`config.mk`:
```
export PLATFORM = sky130hd
export DESIGN_NAME = mux_arb_nto1
export DESIGN_NICKNAME = d
export VERILOG_FILES = /design/src/rtl/mux_arb_pkg.sv /design/src/rtl/mux_arb_nto1_rr_grant.sv /design/src/rtl/mux_arb_nto1.sv
export SDC_FILE = /design/constraint.sdc
export NUM_CORES = 1
export LEC_CHECK = 0
export BUFFER_PORTS_ARGS = -buffer_cell sky130_fd_sc_hd__buf_2
export CAP_MARGIN = 20
export CELL_PAD_IN_SITES_DETAIL_PLACEMENT = 1
export CELL_PAD_IN_SITES_GLOBAL_PLACEMENT = 1
export CORE_AREA = 2 2 228 230
export DETAILED_ROUTE_END_ITERATION = 12
export DIE_AREA = 0 0 230 232
export GPL_TIMING_DRIVEN = 0
export PLACE_DENSITY = 0.75
export SYNTH_ARGS = -nofsm -noshare
export SYNTH_HDL_FRONTEND = slang
export SYNTH_SLANG_ARGS = --single-unit
```
`constraint.sdc`:
```
create_clock -name clk -period 16.8 [get_ports clk]
set_clock_uncertainty 0.2 [all_clocks]
set_input_delay 0.84 -clock clk [delete_from_list [all_inputs] [get_ports clk]]
set_output_delay 0.84 -clock clk [all_outputs]
set_load 0.005 [all_outputs]
```
`src/rtl/mux_arb_pkg.sv`:
```
// Shared constants and helpers for the N-to-1 channel mux/arbiter.
// Latency: n/a (no logic).
// Backpressure: n/a.
package mux_arb_pkg;

    localparam logic MODE_SEL = 1'b0;
    localparam logic MODE_RR  = 1'b1;

    // Select width that stays at least one bit wide for tiny channel counts.
    function automatic int clog2_safe(input int n);
        return (n <= 2) ? 1 : $clog2(n);
    endfunction

endpackage

```
`src/rtl/mux_arb_nto1_rr_grant.sv`:
```
// Rotating-priority encoder: first request strictly after ptr, wrapping modulo CHANNELS.
// Latency: combinational.
// Backpressure: none; the caller qualifies the grant with its accept condition.
module rr_grant
    import mux_arb_pkg::*;
#(
    parameter int CHANNELS = 16,
    parameter int SEL_W    = clog2_safe(CHANNELS)
) (
    input  logic [CHANNELS-1:0] req,
    input  logic [SEL_W-1:0]    ptr,
    output logic [CHANNELS-1:0] gnt,
    output logic [SEL_W-1:0]    gnt_idx,
    output logic                gnt_any
);

    logic [SEL_W-1:0] cand;

    // Walk from the farthest candidate back to ptr+1 so the nearest hit wins.
    always_comb begin
        gnt     = '0;
        gnt_idx = '0;
        gnt_any = 1'b0;
        cand    = '0;
        for (int i = CHANNELS; i >= 1; i--) begin
            cand = SEL_W'((int'(ptr) + i) % CHANNELS);
            if (req[cand]) begin
                gnt     = CHANNELS'(1) << cand;
                gnt_idx = cand;
                gnt_any = 1'b1;
            end
        end
    end

endmodule

```
`src/rtl/mux_arb_nto1.sv`:
```
// Registered N-to-1 channel mux with fixed-select or round-robin grant.
// Latency: 1 cycle from input handshake to out_data/out_valid.
// Backpressure: a held word with out_ready low deasserts every in_ready; drain+load is bubble-free.
module mux_arb_nto1
    import mux_arb_pkg::*;
#(
    parameter int WIDTH    = 32,
    parameter int CHANNELS = 16,
    parameter int SEL_W    = clog2_safe(CHANNELS)
) (
    input  logic                      clk,
    input  logic                      rst_n,
    input  logic                      mode,
    input  logic [SEL_W-1:0]          sel,
    input  logic [CHANNELS*WIDTH-1:0] in_data,
    input  logic [CHANNELS-1:0]       in_valid,
    output logic [CHANNELS-1:0]       in_ready,
    output logic [WIDTH-1:0]          out_data,
    output logic [SEL_W-1:0]          out_chan,
    output logic                      out_valid,
    input  logic                      out_ready
);

    logic [SEL_W-1:0]    ptr;
    logic [CHANNELS-1:0] sel_gnt;
    logic [CHANNELS-1:0] rr_gnt;
    logic [SEL_W-1:0]    rr_idx;
    logic                rr_any;
    logic [CHANNELS-1:0] gnt;
    logic [SEL_W-1:0]    gnt_idx;
    logic                gnt_any;
    logic [WIDTH-1:0]    gnt_dat;
    logic                accept;
    logic                xfer;

    rr_grant #(
        .CHANNELS (CHANNELS),
        .SEL_W    (SEL_W)
    ) u_rr_grant (
        .req     (in_valid),
        .ptr     (ptr),
        .gnt     (rr_gnt),
        .gnt_idx (rr_idx),
        .gnt_any (rr_any)
    );

    // Comparing against every channel index makes an out-of-range sel grant nothing.
    always_comb begin
        sel_gnt = '0;
        for (int k = 0; k < CHANNELS; k++) begin
            sel_gnt[k] = (int'(sel) == k) && in_valid[k];
        end
    end

    always_comb begin
        if (mode == MODE_RR) begin
            gnt     = rr_gnt;
            gnt_idx = rr_idx;
            gnt_any = rr_any;
        end else begin
            gnt     = sel_gnt;
            gnt_idx = sel;
            gnt_any = |sel_gnt;
        end
    end

    always_comb begin
        gnt_dat = '0;
        for (int k = 0; k < CHANNELS; k++) begin
            if (gnt[k]) gnt_dat = in_data[k*WIDTH +: WIDTH];
        end
    end

    assign accept   = !out_valid || out_ready;
    assign xfer     = accept && gnt_any;
    assign in_ready = accept ? gnt : '0;

    always_ff @(posedge clk or negedge rst_n) begin
        if (!rst_n) begin
            out_valid <= 1'b0;
            out_data  <= '0;
            out_chan  <= '0;
            ptr       <= SEL_W'(CHANNELS - 1);
        end else if (xfer) begin
            out_valid <= 1'b1;
            out_data  <= gnt_dat;
            out_chan  <= gnt_idx;
            if (mode == MODE_RR) ptr <= gnt_idx;
        end else if (out_valid && out_ready) begin
            out_valid <= 1'b0;
        end
    end

endmodule
```
==> flow_metrics.env <==
export IMPL_cts_tree="built"
export IMPL_gr_total_overflow=0
export IMPL_rsz0062_at_grt="no"
export IMPL_multiInputGateArea_um2=11200
export IMPL_synth_seq_cells=41
export IMPL_place_inst=3264
export IMPL_cp_slowest_stage_delay_ns=0.95
export IMPL_drt_iter0_drc=3324
export IMPL_synth_area_leaders="a21oi_1, dfrtp_1, nand2_1, o21ai_0, mux4_2"
export IMPL_nFillCells=6665
export IMPL_remaining_drc_errors=0
export IMPL_cp_slowest_cell="clkbuf_1"
export IMPL_crit_chain="buf_6 -> buf_4 -> buf_6 -> buf_2 -> inv_1 -> ha_1 -> clkbuf_1 -> clkbuf_1 -> clkbuf_1 -> nor2b_1 -> nand4_1 -> o41ai_1 -> buf_2 -> a2111oi_0 -> o211ai_1 -> o2111ai_1 -> a221o_1 -> clkbuf_1 -> clkbuf_1 -> nor2_1 -> buf_2"
export IMPL_grt_pass1_wl_mm=189
export IMPL_h_tree_depth=2
export IMPL_initial_core_util=0.264
export IMPL_tns_ns=0
export IMPL_crit_buf_inv=12
export IMPL_place_gp_congestion=1.13
export IMPL_syn_nets=2535
export IMPL_post_cts_buffers=0
export IMPL_insertion_delay_ns=0.33
export IMPL_maxSlewHeadroom=-0.0126
export IMPL_ant_nets=0
export IMPL_clockRootBuffer="clkbuf_16"
export IMPL_status="complete, but fails checks"
export IMPL_rrSetupSlack_ns=6.48
export IMPL_area_sequential_um2=1030
export IMPL_cts_max_path_buffers=2
export IMPL_dr_pass1_iters=8
export IMPL_die_h_um=232
export IMPL_drive_gt1_frac=0.310
export IMPL_critPathKind="reg -> out"
export IMPL_synth_seq_area_share=0.0766
export IMPL_postCtsHoldBufs=0
export IMPL_final_util=0.346
export IMPL_ys_warn_count=0
export IMPL_die_w_um=230
export IMPL_rows=83
export IMPL_synth_edf_count=0
export IMPL_violations="max-slew violations"
export IMPL_grtUsageTotal=0.513
export IMPL_numClockSinks=41
export IMPL_synth_common_cells="nand2_1, a21oi_1, o21ai_0"
export IMPL_yosysTopAreaCellShare=0.0751
export IMPL_crit_top_cell="clkbuf_1"
export IMPL_worstPathArrival_ns=9.70
export IMPL_setup_viol=0
export IMPL_netlist_top_cell_by_area="a21oi_1"
export IMPL_end_kind="output pin"
export IMPL_routedWlPerCell_um=43.4
export IMPL_dr_total_vias=23017
export IMPL_syn_area_per_cell_um2=6.78
export IMPL_hp_class="in -> async"
export IMPL_cts_resized=0
export IMPL_synth_flop_cell="dfrtp_1"
export IMPL_hold_viol_final=0
export IMPL_final_min_clock_period_ns=10.74
export IMPL_syn2layout_area_growth_pct=30.9
export IMPL_cp_top_family="buffers and inverters"
export IMPL_cts_buffers=5
export IMPL_fin_crit_sh=0.639
export IMPL_grt_max_degree=42
export IMPL_synth_distinct_cells=103
export IMPL_place_hpwl_mm=119
export IMPL_cp_required_ns=15.76
export IMPL_io_buffers=587
export IMPL_maxSlewViolCount=1
export IMPL_fmax_mhz=93.1
export IMPL_maxCapViolCount=0
export IMPL_crit_path_start_kind="register"
export IMPL_antenna_found_initial=40
export IMPL_ioPinCount=589
export IMPL_instances_no_fill=3301
export IMPL_worstPathMaxFanout=10
export IMPL_coreArea_um2=50900
export IMPL_fin_nets=3145
export IMPL_clk_pin_slew_ns=0.08
export IMPL_worstMarginPinSlew_ns=1.52
export IMPL_drt_vias_per_instance=6.97
export IMPL_syn_inst=1985
export IMPL_wirelength_mm=143
export IMPL_syn_area_um2=13500
export IMPL_post_synth_top_count_cell="nand2_1"
export IMPL_dieArea_um2=53400
export IMPL_grt_pass1_vias=22359
export IMPL_async_flop_share=1.00
registers in the layout (all words and copies together), names as in the netlist:
name and cells:
ptr 4, out_chan 4, out_valid 1, out_data 32
cell families after synthesis:
logic type / after synthesis / synth area share
compound gates: 926 / 0.474
simple gates: 616 / 0.229
buf+inv: 270 / 0.0933
mux: 106 / 0.106
flops: 41 / 0.0766
fa+ha+maj: 14 / 0.0130
xor+xnor: 12 / 0.00893
cell usage in the layout, fill, tap and decap left out, drive strengths merged, types with 15 or more instances in the layout:
cell type	n
a211o	20
nand2	210
nand2b	25
a21o	23
mux2	24
o41ai	17
clkbuf	100
mux2i	56
nor2b	23
nand4	16
nand3b	21
nor2	125
a21oi	203
o21a	24
nor3	45
mux4	26
o311ai	22
o22ai	65
nor3b	33
o22a	32
a2bb2oi	18
a211oi	28
and3	16
a221oi	43
o21ai	164
nand3	45
dfrtp	37
o31ai	28
o32ai	22
inv	74
a32oi	24
diode	25
o21bai	15
o211ai	44
buf	704
and2	20
a31oi	39
path summary, 6_finish.rpt:
check,end,from,cells past startpoint
min in group clk,out_chan[3],out_chan[3],2
max in group asynchronous,out_data[12],rst_n,2
hold reg to reg,out_chan[3],out_chan[3],2
hold / removal,out_chan[3],rst_n,1
setup / recovery,in_ready[14],ptr[1],21
setup reg to reg,out_data[13],ptr[1],23
area by class of cell:
cell class,instances,area share
clock buffer,5,0.00710
tap,680,0.0483
multi-input combinational,1674,0.635
antenna,25,0.00355
sequential,41,0.0585
inverter,74,0.0158
clock inverter,3,0.00249
timing repair buffer,603,0.174
buffer,196,0.0555
metrics by stage:
| step | area, um2 | setup slack, ns | hold WS [ns] |
|---|---|---|---|
| final | 17600 | 6.06 | 0.191 |
| after floorplan | 13500 | 11.01 | 0.273 |
| after global placement | 17200 | 6.96 | 0.284 |
| after global routing | 17600 | 6.62 | 0.199 |
| after detailed placement | 17300 | 7.34 | 0.281 |
| after CTS | 17500 | 6.97 | 0.300 |
layer usage:
layer	vias up	wire length, um	GRT usage
met5	-	127	0
li1	9001	-	-
met4	20	15100	0.436
met1	11367	51300	0.602
met2	2063	59400	0.760
met3	566	17200	0.159
Power is left out: the tool's default activity adds up to more than one toggle a clock period on the data nets, which glitch-free logic cannot reach.
